File: src/rtl/rpk_pkg.sv
//------------------------------------------------------------------------------
// Module   : rpk_pkg
// Brief    : Shared constants and FSM encoding for rot_pixel_pack.
// Revision : 1.0
//------------------------------------------------------------------------------
`default_nettype none

package rpk_pkg;

  localparam logic [1:0] ROT_0   = 2'd0;
  localparam logic [1:0] ROT_90  = 2'd1;
  localparam logic [1:0] ROT_180 = 2'd2;
  localparam logic [1:0] ROT_270 = 2'd3;

  localparam int BYTES_PER_PIX = 3;

  typedef enum logic [1:0] {
    ST_IDLE  = 2'd0,
    ST_RUN   = 2'd1,
    ST_FLUSH = 2'd2
  } rpk_state_e;

endpackage

`default_nettype wire

File: src/rtl/rpk_byte_fifo.sv
//------------------------------------------------------------------------------
// Module   : rpk_byte_fifo
// Brief    : 8-byte pack buffer, 3-byte push and 4-byte pop, oldest byte lowest.
// Revision : 1.0
//------------------------------------------------------------------------------
`default_nettype none

module rpk_byte_fifo
  import rpk_pkg::*;
(
  input  logic        clk_i,
  input  logic        rst_ni,
  input  logic        push_i,
  input  logic [7:0]  b_i,
  input  logic [7:0]  g_i,
  input  logic [7:0]  r_i,
  input  logic        pop_i,
  output logic [31:0] word_o,
  output logic [3:0]  count_o
);

  logic [63:0] data_q, data_d;
  logic [3:0]  count_q, count_d;
  logic [3:0]  base;
  logic [63:0] shifted;
  logic [63:0] keep;

  // Bytes above the occupancy are masked off so a push can simply be OR-ed in.
  always_comb begin
    shifted = pop_i ? (data_q >> 32) : data_q;
    base    = pop_i ? (count_q - 4'd4) : count_q;
    keep    = ~({64{1'b1}} << {base, 3'b000});
    data_d  = shifted & keep;
    count_d = base;
    if (push_i) begin
      data_d  = data_d | ({40'd0, r_i, g_i, b_i} << {base, 3'b000});
      count_d = base + 4'(BYTES_PER_PIX);
    end
  end

  always_ff @(posedge clk_i or negedge rst_ni) begin
    if (!rst_ni) begin
      data_q  <= '0;
      count_q <= '0;
    end else begin
      data_q  <= data_d;
      count_q <= count_d;
    end
  end

  assign word_o  = data_q[31:0];
  assign count_o = count_q;

endmodule

`default_nettype wire

File: src/rtl/rot_pixel_pack.sv
//------------------------------------------------------------------------------
// Module   : rot_pixel_pack
// Brief    : Reads one BGR tile in rotated order and packs it into 32-bit words.
//            Optional horizontal mirror enabled by macro RPK_MIRROR_EN.
// Revision : 1.0
//------------------------------------------------------------------------------
`default_nettype none

module rot_pixel_pack
  import rpk_pkg::*;
#(
  parameter int TILE_DIM = 4,
  parameter int ADDR_W   = 8
) (
  input  logic              I_RPK_HCLK,
  input  logic              I_RPK_HRESET_N,
  input  logic              I_RPK_START,
  input  logic [1:0]        I_RPK_ROT,
`ifdef RPK_MIRROR_EN
  input  logic              I_RPK_MIRROR,
`endif
  output logic [ADDR_W-1:0] O_RPK_ADDRB,
  output logic [ADDR_W-1:0] O_RPK_ADDRG,
  output logic [ADDR_W-1:0] O_RPK_ADDRR,
  input  logic [7:0]        I_RPK_PIXEL_B,
  input  logic [7:0]        I_RPK_PIXEL_G,
  input  logic [7:0]        I_RPK_PIXEL_R,
  output logic [31:0]       O_RPK_WDATA,
  output logic              O_RPK_WVALID,
  input  logic              I_RPK_WREADY,
  output logic              O_RPK_WLAST,
  output logic              O_RPK_BUSY,
  output logic              O_RPK_DONE
);

  localparam int NPIX  = TILE_DIM * TILE_DIM;
  localparam int WORDS = BYTES_PER_PIX * NPIX / 4;
  localparam int CW    = (TILE_DIM > 2) ? $clog2(TILE_DIM) : 1;
  localparam int KW    = $clog2(NPIX + 1);
  localparam int WW    = $clog2(WORDS + 1);
  localparam logic [7:0] DIM8  = 8'(TILE_DIM);
  localparam logic [7:0] LAST8 = 8'(TILE_DIM - 1);

  rpk_state_e    state_q, state_d;
  logic [1:0]    rot_q, rot_d;
  logic [CW-1:0] row_q, row_d;
  logic [CW-1:0] col_q, col_d;
  logic [KW-1:0] k_q, k_d;
  logic [WW-1:0] word_q, word_d;
  logic          vld_q, vld_d;
`ifdef RPK_MIRROR_EN
  logic          mirror_q, mirror_d;
`endif

  logic [3:0]  fifo_cnt;
  logic [31:0] fifo_word;
  logic        wvalid, pop, issue, wlast;
  logic [4:0]  need, room;
  logic [7:0]  r8, c8, s8, a8;

  rpk_byte_fifo u_fifo (
    .clk_i   (I_RPK_HCLK),
    .rst_ni  (I_RPK_HRESET_N),
    .push_i  (vld_q),
    .b_i     (I_RPK_PIXEL_B),
    .g_i     (I_RPK_PIXEL_G),
    .r_i     (I_RPK_PIXEL_R),
    .pop_i   (pop),
    .word_o  (fifo_word),
    .count_o (fifo_cnt)
  );

  assign wvalid = (fifo_cnt >= 4'd4);
  assign pop    = wvalid && I_RPK_WREADY;
  assign wlast  = wvalid && (word_q == WW'(WORDS - 1));

  // Bytes already buffered plus those in flight plus the new pixel must fit.
  assign need  = 5'(fifo_cnt) + (vld_q ? 5'(BYTES_PER_PIX) : 5'd0) + 5'(BYTES_PER_PIX);
  assign room  = 5'd8 + (pop ? 5'd4 : 5'd0);
  assign issue = (state_q == ST_RUN) && (k_q != KW'(NPIX)) && (need <= room);

  always_comb begin
    r8 = 8'(row_q);
    c8 = 8'(col_q);
`ifdef RPK_MIRROR_EN
    if (mirror_q) c8 = LAST8 - 8'(col_q);
`endif
    case (rot_q)
      ROT_0:   s8 = r8 * DIM8 + c8;
      ROT_90:  s8 = (LAST8 - c8) * DIM8 + r8;
      ROT_180: s8 = (LAST8 - r8) * DIM8 + (LAST8 - c8);
      default: s8 = c8 * DIM8 + (LAST8 - r8);
    endcase
    a8 = s8 * 8'(BYTES_PER_PIX);
  end

  assign O_RPK_ADDRB  = (state_q != ST_IDLE) ? ADDR_W'(a8)        : '0;
  assign O_RPK_ADDRG  = (state_q != ST_IDLE) ? ADDR_W'(a8 + 8'd1) : '0;
  assign O_RPK_ADDRR  = (state_q != ST_IDLE) ? ADDR_W'(a8 + 8'd2) : '0;
  assign O_RPK_WDATA  = fifo_word;
  assign O_RPK_WVALID = wvalid;
  assign O_RPK_WLAST  = wlast;
  assign O_RPK_BUSY   = (state_q != ST_IDLE);
  assign O_RPK_DONE   = (state_q == ST_FLUSH);

  always_comb begin
    state_d  = state_q;
    rot_d    = rot_q;
    row_d    = row_q;
    col_d    = col_q;
    k_d      = k_q;
    vld_d    = issue;
    word_d   = word_q + WW'(pop);
`ifdef RPK_MIRROR_EN
    mirror_d = mirror_q;
`endif
    case (state_q)
      ST_IDLE: begin
        if (I_RPK_START) begin
          state_d  = ST_RUN;
          rot_d    = I_RPK_ROT;
          row_d    = '0;
          col_d    = '0;
          k_d      = '0;
          word_d   = '0;
`ifdef RPK_MIRROR_EN
          mirror_d = I_RPK_MIRROR;
`endif
        end
      end
      ST_RUN: begin
        if (issue) begin
          k_d = k_q + KW'(1);
          // Position is frozen on the final pixel so the addresses stay put.
          if (k_q != KW'(NPIX - 1)) begin
            if (col_q == CW'(TILE_DIM - 1)) begin
              col_d = '0;
              row_d = row_q + CW'(1);
            end else begin
              col_d = col_q + CW'(1);
            end
          end
        end
        if (pop && wlast) state_d = ST_FLUSH;
      end
      ST_FLUSH: state_d = ST_IDLE;
      default:  state_d = ST_IDLE;
    endcase
  end

  always_ff @(posedge I_RPK_HCLK or negedge I_RPK_HRESET_N) begin
    if (!I_RPK_HRESET_N) begin
      state_q  <= ST_IDLE;
      rot_q    <= '0;
      row_q    <= '0;
      col_q    <= '0;
      k_q      <= '0;
      word_q   <= '0;
      vld_q    <= 1'b0;
`ifdef RPK_MIRROR_EN
      mirror_q <= 1'b0;
`endif
    end else begin
      state_q  <= state_d;
      rot_q    <= rot_d;
      row_q    <= row_d;
      col_q    <= col_d;
      k_q      <= k_d;
      word_q   <= word_d;
      vld_q    <= vld_d;
`ifdef RPK_MIRROR_EN
      mirror_q <= mirror_d;
`endif
    end
  end

endmodule

`default_nettype wire
File: config.mk
export PLATFORM = sky130hd
export DESIGN_NAME = rot_pixel_pack
export DESIGN_NICKNAME = d
export VERILOG_FILES = /design/src/rtl/rpk_pkg.sv /design/src/rtl/rpk_byte_fifo.sv /design/src/rtl/rot_pixel_pack.sv
export SDC_FILE = /design/constraint.sdc
export NUM_CORES = 1
export LEC_CHECK = 0
export CORE_MARGIN = 3
export CORE_UTILIZATION = 45
export CTS_CLUSTER_SIZE = 14
export DETAILED_ROUTE_END_ITERATION = 16
export PLACE_DENSITY = 0.81
export SETUP_SLACK_MARGIN = 0.3
export SLEW_MARGIN = 10
export SYNTH_ARGS = -nofsm -noshare
export SYNTH_HDL_FRONTEND = slang
export SYNTH_HIERARCHICAL = 1
export SYNTH_SLANG_ARGS = --single-unit
File: constraint.sdc
create_clock -name I_RPK_HCLK -period 2.7 [get_ports I_RPK_HCLK]
set_input_delay 0.54 -clock I_RPK_HCLK [delete_from_list [all_inputs] [get_ports I_RPK_HCLK]]
set_output_delay 0.54 -clock I_RPK_HCLK [all_outputs]
set_load 0.02 [all_outputs]
Word-level counts from Yosys, hierarchy flattened
Index checks and enable logic that the tools add are counted.
{"block": "word_totals", "latch_bits": 0, "reg_bits": 86, "input_bits": 30, "ramBits": 0, "mem_bits_ro": 0, "elab_cells": 88, "memories": 0}
{"block": "classes", "addsub": 17, "mux": 27, "n_bitwise": 3, "n_reduce_logical": 14, "shift": 2, "magnitude_cmp": 2, "n_eq_ne": 13, "n_div": 0, "n_mul": 1}
{"cell": "64-bit two-way mux", "count": 2}
{"cell": "64-bit AND", "count": 1}
{"cell": "64-bit NOT", "count": 1}
{"cell": "64-bit OR", "count": 1}
{"cell": "24-bit by 7-bit left shift with 64-bit output", "count": 1}
{"cell": "64-bit by 7-bit left shift with 64-bit output (first input constant)", "count": 1}
{"cell": "8-bit two-way mux", "count": 3}
{"cell": "8-bit one-hot mux with 3 select lines", "count": 1}
{"cell": "2-bit two-way mux", "count": 10}
{"cell": "4-bit two-way mux", "count": 4}
{"cell": "5-bit by 3-bit adder with 6-bit output", "count": 2}
{"cell": "2-bit one-hot mux with 2 select lines", "count": 3}
{"cell": "4-bit by 2-bit adder with 5-bit output", "count": 2}
{"cell": "5-bit two-way mux", "count": 2}
{"cell": "5-bit one-hot mux with 2 select lines", "count": 1}
{"cell": "8-bit by 1-bit adder with 8-bit output (second input constant)", "count": 1}
{"cell": "8-bit by 2-bit adder with 8-bit output", "count": 1}
{"cell": "8-bit by 2-bit adder with 8-bit output (second input constant)", "count": 1}
{"cell": "8-bit by 2-bit multiplier with 8-bit output (second input constant)", "count": 1}
{"cell": "2-bit equality test (second input constant)", "count": 3}
{"cell": "2-bit by 1-bit inequality test with 1-bit output (second input constant)", "count": 3}
{"cell": "2-bit by 2-bit subtractor with 3-bit output (first input constant)", "count": 2}
{"cell": "4-bit by 3-bit adder with 5-bit output (first input constant)", "count": 1}
{"cell": "5-bit by 1-bit adder with 5-bit output (second input constant)", "count": 1}
{"cell": "20 further kinds", "count": 30}

Depth between registers and ports, before layout
Gate-level depths: netlist of run 1.
{"block": "depth", "depth_word": 8, "mapped_depth": 11, "mapped_depth_nobuf": 11}

Modules after synthesis
The synthesis of run 1 kept the hierarchy.
{"mod": "rpk_byte_fifo", "seq_area_each_um2": 1701.6, "cells_per_inst": 393, "n_inst": 1, "area_per_inst_um2": 3816.2}
{"mod": "rot_pixel_pack", "seq_area_each_um2": 450.4, "cells_per_inst": 165, "n_inst": 1, "area_per_inst_um2": 1512.7}

Least setup slack after synthesis of run 1
No wires, ideal clock.
{"block": "synth_path", "path_kind": "register -> output", "start": "register rot_q[0]", "end": "output port O_RPK_ADDRR[5]", "stages_incl_launch_ff": 10, "n_path_buf": 1, "required_ps": 2160, "arrival_time_ps": 2706, "slack_ps": -546, "path_cell_list": "dfrtp_1 buf_6 mux2i_1 xor2_1 inv_1 ha_1 fa_1 xor2_1 nand2_1 o31ai_1"}
{"block": "synth_between", "elab_chain_len": 5, "elab_cells_between_ends": 7}
{"item": "start: declaration", "line_no": "rot_pixel_pack.sv:45", "rtl": "logic [1:0] rot_q, rot_d;"}
{"item": "start signal: assignment", "line_no": "rot_pixel_pack.sv:165", "rtl": "rot_q <= rot_d;"}
{"item": "2-bit equality test (tied with other cells)", "line_no": "rot_pixel_pack.sv:88", "rtl": "case (rot_q)"}
{"item": "8-bit one-hot mux with 3 select lines *", "line_no": "rot_pixel_pack.sv:88"}
{"item": "8-bit by 2-bit multiplier with 8-bit output *", "line_no": "rot_pixel_pack.sv:94", "rtl": "a8 = s8 * 8'(BYTES_PER_PIX);"}
{"item": "8-bit by 2-bit adder with 8-bit output *", "line_no": "rot_pixel_pack.sv:99", "rtl": "assign O_RPK_ADDRR = (state_q != ST_IDLE) ? ADDR_W'(a8 + 8'd2) : '0;"}
{"item": "8-bit two-way mux *", "line_no": "rot_pixel_pack.sv:99"}
{"item": "end: declaration", "line_no": "rot_pixel_pack.sv:24", "rtl": "output logic [ADDR_W-1:0] O_RPK_ADDRR,"}
Every way passes the cells marked *; elsewhere a longest branch is shown, timed or not.

Worst setup path after layout of run 1
{"block": "layout_path", "start": "register rot_q[0]", "end": "output port O_RPK_ADDRG[2]"}
{"block": "layout_between", "elab_chain_len": 5, "elab_cells_between_ends": 7}
{"item": "2-bit equality test (tied with other cells)", "line_no": "rot_pixel_pack.sv:88"}
{"item": "8-bit one-hot mux with 3 select lines *", "line_no": "rot_pixel_pack.sv:88"}
{"item": "8-bit by 2-bit multiplier with 8-bit output *", "line_no": "rot_pixel_pack.sv:94"}
{"item": "8-bit by 1-bit adder with 8-bit output *", "line_no": "rot_pixel_pack.sv:98", "rtl": "assign O_RPK_ADDRG = (state_q != ST_IDLE) ? ADDR_W'(a8 + 8'd1) : '0;"}
{"item": "8-bit two-way mux *", "line_no": "rot_pixel_pack.sv:98"}
{"item": "end: declaration", "line_no": "rot_pixel_pack.sv:23", "rtl": "output logic [ADDR_W-1:0] O_RPK_ADDRG,"}
Marks and branches as above.

==> flow_summary.toml, run 1 <==
[grt]
antenna_found_initial = 0
grt_max_degree = 46
grt_overflow = 0
grt_pass1_vias = 4698
grt_pass1_wl_um = 23400
grtUsageTotal_pct = 22.3

[outcome]
violations = "setup timing"
outcome = "finished with violations"

[synthesis]
ys_async_sr_fraction_pct = 100
synth_cell_types = 52
seq_area_frac_synth_pct = 40.4
ys_ff_latch = 86
synth_cells = 558
syn_avg_cell_area_um2 = 9.55
synth_edf_count = 0
yosys_most_used_dff = "dfrtp_1"
yosysWarningCount = 6
syn_area_mm2 = 0.00533

[setup_path]
critPathArrivalTime_ps = 3110
worstSetupPathType = "flop to primary output"
cp-end-kind = "primary output"
start_kind = "flop"
worst-r2r-cell-count = 11
cp_max_fo = 4
cp.required_ps = 2160

[placed_design]
dp_slack_ps = -898
port_buffers = 85
place.gp.congestion = 0.852
place_hpwl_um = 9820

[floorplanning]
pin_count = 90
core_mm2 = 0.0115
die_w_um = 115
row_count = 39
dieArea_mm2 = 0.0132
start_util_pct = 46.3
die_h_um = 115

[clock_tree]
cts_tree = "yes"
cts-root-buf = "clkbuf_16"
clock_sinks = 86
cts.path.max_buffers = 2
cts_max_level = 3
clock_latency_ps = 350
cts_buffers = 9
cts.clk_slew.worst_paths_ps = 60

[cells_and_area]
num-fill-cells = 852
layout_common_cells = "85 x dfrtp_1, 63 x clkdlybuf4s50_1, 56 x nand2_1"
antennaDiodeCount = 0
final_common_cell = "dfrtp_1"
syn_to_final_growth_pct = 37.2
nets = 710
drive_gt1_share_pct = 27.0

[timing]
slew-limit-headroom_pct = 57.0
setup_ws_ps = -950
min_period_ps = 3650
finalCritPeriodShare_pct = 135
final_hold_viol_count = 0
tightest_slew_ps = 642
finalSetupViolCount = 15
clock_skew_ps = 11.2
drv_slew = 0
fmaxAchievable_ghz = 0.274
rsz0062_at_grt = "yes"

[detailed_routing]
drt_iter0_markers = 314
ant_nets = 0
drc = 0
wl_um = 15500
num_vias = 4686
dr.pass1.iters = 5
wire_per_inst_um = 19.2
avgViaCountPerCell = 5.81

[worst_hold_path]
min_path_type = "input pin to async pin"

[job]
maxCapViolCount = 0
-- timing repair --
item,CTS,global route
gates cloned,0,1
gates resized for setup,160,35
setup buffers,15,8
setup endpoints to repair,30,67
pin swaps,25,23
hold buffers,0,0
-- flip-flops by register name (all words and copies together), names as in the netlist --
name	count
k_q	5
u_fifo/data_q	64
row_q	2
col_q	2
u_fifo/count_o	4
word_q	4
rot_q	2
vld_q	1
state_q	2
-- per-stage QoR --
| stage | instances | util, % | instance area (µm²) | setup TNS (ps) | hold slack (ps) |
|---|---|---|---|---|---|
| global route | 806 | 63.5 | 7310 | -12210 | 235 |
| global placement | 766 | 55.9 | 6440 | -7870 | 450 |
| finish | 806 | 63.5 | 7310 | -11170 | 189 |
| CTS | 797 | 61.6 | 7100 | -7540 | 204 |
| floorplan | 561 | - | 5480 | -1560 | 244 |
| detailed placement | 766 | 55.9 | 6440 | -9100 | 465 |
-- cells in the mapped netlist (7+ instances only) --
library cell   n  area, µm²
ha_1          20        250
o21ai_0       48        240
dfrtp_1       86       2150
nand2_1       58        218
nand3_1       11       55.1
buf_4         37        278
xnor2_1       11       96.3
nor2b_1        8       50.1
o2bb2ai_1     10       87.6
a22oi_1        8       60.1
a22o_1         7       61.3
mux2i_1       52        521
o22ai_1       16        100
nor2_1        35        131
a21oi_1       18       90.1
inv_1         26       97.6
clkbuf_1       8       30.0
buf_2         17       85.1
mux2_2        10        113
-- area by class of cell --
class | instances | area [µm²] | share of cell area [%]
inverters | 27 | 106 | 1.45
clock inverters | 4 | 55.1 | 0.753
well taps | 143 | 179 | 2.45
repair buffers | 149 | 1460 | 19.9
clock buffers | 12 | 246 | 3.37
multi-input cells | 385 | 3120 | 42.6
flip-flops and latches | 86 | 2150 | 29.4
-- logic make-up (layout without fill, tap and decap cells) --
logic type               Yosys count  count (layout)  synth area share (%)
XOR/XNOR                          19              20                  3.76
AND/OR/NAND/NOR                  144             144                  12.9
AO/OA/AOI/OAI                    132             132                  15.6
other                              1               4                0.0704
multiplexers                      63              63                  12.3
buffers and inverters             91             192                  9.56
adder cells (fa/ha/maj)           22              22                  5.45
flip-flops                        86              86                  40.4
-- worst paths after layout --
| kind | slack [ps] | startpoint | end |
|---|---|---|---|
| min in group I_RPK_HCLK | 470 | u_fifo/data_q[58]$_DFF_PN0_ | u_fifo/data_q[58]$_DFF_PN0_ |
| setup / recovery | -950 | rot_q[0]$_DFFE_PN0P_ | O_RPK_ADDRG[2] |
| setup reg to reg | 0 | vld_q$_DFF_PN0_ | col_q[1]$_DFFE_PN0P_ |
| hold reg to reg | 470 | u_fifo/data_q[58]$_DFF_PN0_ | u_fifo/data_q[58]$_DFF_PN0_ |
| max in group asynchronous | 1860 | I_RPK_HRESET_N | rot_q[0]$_DFFE_PN0P_ |
| hold / removal | 190 | I_RPK_HRESET_N | u_fifo/data_q[9]$_DFF_PN0_ |
-- routing by layer --
layer	global-route usage [%]	routed length, µm
met2	40.0	8010
met3	4.32	1030
met4	7.12	497
met5	0	0
met1	27.0	5940
-- critical path, cell delays in order (launching register included) --
cell and delay, ps:
dfrtp_2 430, mux2i_1 310, xor2_1 270, inv_2 140, ha_4 190, fa_2 460
buf_4 160, buf_6 100, buf_6 120, buf_4 150, xnor2_2 230, nor2_2 60
buf_6 140
Power of run 1 is left out: the tool's default activity adds up to more than one toggle a clock period on the data nets, which glitch-free logic cannot reach.
==> run 2, diff against run 1 <==
- CORE_MARGIN: 3 -> 1
==> run 2 against run 1 <==
The run still ends with setup timing left. Hold slack got worse by 23 ps. Sequential share of layout area increased by 0.46 points. Sequential cell count unchanged. Setup slack improved by 79 ps. Clock-buffer cell count unchanged. Final area decreased by 1.5%. Via count decreased by 2.7%. Register-to-register slack improved by 50 ps. Wire length decreased by 5.7%. Die area decreased by 6.8%. Utilization decreased by 0.70 points. Largest cell class unchanged.
==> flow_summary.toml, run 2 (synthesized netlist as in run 1, its figures left out) <==
[clock_tree]
cts.clk_slew.worst_paths_ps = 60
cts_max_level = 3
cts_tree = "yes"
cts-root-buf = "clkbuf_16"
ctsHoldBuffers = 0
clock_latency_ps = 340
cts_buffers = 9
clock_sinks = 86
cts.path.max_buffers = 2

[setup_path]
cp.required_ps = 2160
worstSetupPathType = "flop to primary output"
worst-r2r-cell-count = 12
cp-end-kind = "primary output"
start_kind = "flop"
cp_max_fo = 4
critPathArrivalTime_ps = 3030

[grt]
grtUsageMet2_pct = 40.8
antenna_found_initial = 0
grtUsageTotal_pct = 23.5
grt_overflow = 0
grt_pass1_vias = 4686
grt_pass1_wl_um = 23200
use_met1_pct = 28.8
grt_max_degree = 50
grt_util_met3_pct = 4.21
grt_busiest_layer = "met2"

[worst_hold_path]
min_path_type = "input pin to async pin"

[cells_and_area]
final_common_cell = "dfrtp_1"
syn_to_final_growth_pct = 35.1
drive_gt1_share_pct = 26.8
nets = 708
num-fill-cells = 841
largest_register_ffs = 64
antennaDiodeCount = 0
top_register = "u_fifo/data_q"
layout_common_cells = "85 x dfrtp_1, 63 x clkdlybuf4s50_1, 57 x nand2_1"
utilization_pct = 62.8
top_regs = "u_fifo/data_q x64, k_q x5"

[detailed_routing]
ant_nets = 0
avgViaCountPerCell = 5.67
drt_iter0_markers = 336
wl_um = 14600
wire_per_inst_um = 18.2
drc = 0
dr.pass1.iters = 5
num_vias = 4559

[outcome]
outcome = "finished with violations"
violations = "setup timing"

[timing]
drv_slew = 0
setup_ws_ps = -871
final_hold_viol_count = 0
finalCritPeriodShare_pct = 132
rsz0062_at_grt = "yes"
min_period_ps = 3570
fmaxAchievable_ghz = 0.280
finalSetupViolCount = 14
clock_skew_ps = 8.88
tightest_slew_ps = 721
slew-limit-headroom_pct = 51.9

[floorplanning]
start_util_pct = 46.5
row_count = 39
core_mm2 = 0.0115
pin_count = 90
die_w_um = 111
die_h_um = 111
dieArea_mm2 = 0.0123

[placed_design]
place.gp.congestion = 0.883
dp_slack_ps = -880
place_hpwl_um = 9530
port_buffers = 85

[job]
maxCapViolCount = 0
[run 2: per-layer routing]
layer / up-vias / share of wire [%]
met4: 0 / 3.1
met1: 2217 / 41
met5: - / 0
met3: 40 / 5.6
li1: 2112 / -
met2: 190 / 51
[run 2: critical path: stages, from the launching register on]
cell     delay (ps)
dfrtp_2         420
mux2i_2         240
xor2_1          290
inv_2           130
ha_4            200
fa_2            560
ha_4            160
nand2_4          60
nor3b_4         190
mux2i_2         260
buf_4           180
[run 2: what timing repair did]
| action | in CTS | in global routing |
|---|---|---|
| resized for setup | 144 | 38 |
| hold endpoints to repair | 0 | 0 |
| pin swaps | 16 | 15 |
| setup endpoints to repair | 30 | 83 |
| buffers inserted | 12 | 7 |
[run 2: final timing paths]
| kind | end | slack [ps] | startpoint |
|---|---|---|---|
| min in group I_RPK_HCLK | u_fifo/data_q[56]$_DFF_PN0_ | 470 | u_fifo/data_q[56]$_DFF_PN0_ |
| max in group asynchronous | rot_q[0]$_DFFE_PN0P_ | 1880 | I_RPK_HRESET_N |
| worst max register to register | row_q[1]$_DFFE_PN0P_ | 50 | vld_q$_DFF_PN0_ |
| worst min-delay path | u_fifo/data_q[19]$_DFF_PN0_ | 170 | I_RPK_HRESET_N |
| worst min register to register | u_fifo/data_q[56]$_DFF_PN0_ | 470 | u_fifo/data_q[56]$_DFF_PN0_ |
| worst max-delay path | O_RPK_ADDRG[5] | -870 | rot_q[0]$_DFFE_PN0P_ |
[run 2: layout make-up]
class	instances	area [µm²]	share of cell area, %
inverter	27	111	1.55
clock inverter	4	52.6	0.730
tap	143	179	2.48
sequential	86	2150	29.9
clock buffer	12	256	3.56
timing repair buffer	148	1420	19.7
multi-input combinational	384	3030	42.1
[run 2: per-stage QoR]
step                cell area, µm²  hold WS (ps)  std cells  setup TNS, ps
CTS                           7010           176        797          -7130
detailed placement            6460           461        769          -9650
global route                  7200           196        804         -10990
finish                        7200           166        804          -9210
global placement              6460           450        769          -7670
floorplan                     5480           244        561          -1560
Power of run 2 is left out for the same reason.
==> edit (config.mk and constraints of run 2) <==
The package constant `BYTES_PER_PIX` goes from 3 to 6.
--- a/src/rtl/rpk_pkg.sv
+++ b/src/rtl/rpk_pkg.sv
@@ -12,7 +12,7 @@
   localparam logic [1:0] ROT_180 = 2'd2;
   localparam logic [1:0] ROT_270 = 2'd3;
 
-  localparam int BYTES_PER_PIX = 3;
+  localparam int BYTES_PER_PIX = 6;
 
   typedef enum logic [1:0] {
     ST_IDLE  = 2'd0,
Check against the original RTL: not equivalent (a bounded check fails within 4 cycles, from zero or initial values and one cycle with I_RPK_HRESET_N low).
==> edit against run 2 <==
The run still ends with setup timing left; utilization is 2.3 points lower; sequential cell count stayed put; hold slack better by 140 ps; maximum frequency is 4.8% higher; area after synthesis is 8.0% lower; wire length is 23% lower; final area is 12% lower; worst setup slack better by 160 ps; largest cell class unchanged; highest routed layer unchanged.
Power is not shown: default switching activity piles up to over one toggle a cycle in this logic, so the estimate is an artifact.
==> edit: results (changes against run 2) <==
The total routing usage reported by global routing is 20.29% (-3.2 points). In the post-synthesis netlist, the biggest area contributors are sky130_fd_sc_hd__dfrtp_1, sky130_fd_sc_hd__mux2i_1, sky130_fd_sc_hd__buf_4. The largest registers in the layout are u_fifo/data_q (64), k_q (5), word_q (5). The smallest setup slack after layout was -707.3 ps (+163.6 ps). The number of signal-net buffers in the layout is 133 (-10%). The met2 track demand over resource in global routing is 34.00% (-6.8 points). The portion of the layout cell area used by clock cells came to 3.577% (-0.71 points). The number of iterations in the first detailed-routing pass is 4 (-1). The met1 wire length is 4.944 mm (-17%). The count of sequential standard cells was 86 (unchanged). The adder and majority cell fraction of the synthesized area came to 5.154% (-0.29 points). The first-iteration detailed-routing DRC count was 131 (-61%).

The checks that failed: setup timing. The largest net degree at the start of global routing came out at 78 (+56%). The synthesized-area fraction occupied by ao, oa, aoi and oai cells was 13.80% (-1.8 points).

The multi-input gate area in the final layout came out at 0.002486 mm² (-18%). The total of endpoints with negative setup slack in the final report is 13 (-1). The share of cell area taken by muxes after synthesis came out at 10.82% (-1.5 points). The share of cell area taken by flip-flops and latches came out at 34.01% (+4.1 points). The final layout net count came out at 597 (-16%).

The largest clock skew in the final design is 8.283 ps (-0.5968 ps). The number of non-clock inverters came out at 20 (-26%). The count of fill cells added during filler insertion is 839 (-0.24%). The run finished, with violations left. The maximum cell stage delay along the critical path is 400 ps (-160 ps).

The number of multi-input combinational cells is 298 (-22%).
## edit: repair_timing
| action | CTS | global route |
|---|---|---|
| gates resized for setup | 71 | 61 |
| pin swaps | 5 | 5 |
| hold endpoints to repair | 0 | 0 |
| buffers inserted | 4 | 3 |
| setup endpoints to repair | 24 | 34 |
| hold buffers | 0 | 0 |
## edit: path summary, 6_finish.rpt
kind	slack (ps)	to	cells after the start
worst min-delay path	310	u_fifo/data_q[4]	1
min in group I_RPK_HCLK	480	u_fifo/data_q[55]	2
worst max register to register	230	col_q[0]	12
max in group asynchronous	1700	u_fifo/count_o[2]	1
worst min register to register	480	u_fifo/data_q[55]	2
worst max-delay path	-710	O_RPK_ADDRR[6]	9
## edit: metrics by stage
step,cell area (µm²),setup TNS (ps),hold slack (ps),instances
6_report,6331,-6993,307.3,689
5_1_grt,6331,-8471,390.9,689
4_1_cts,6198,-7233,345.5,686
3_5_place_dp,5917,-7565,460.9,666
3_3_place_gp,5917,-5683,449.9,666
2_1_floorplan,5052,-796.1,244.4,471
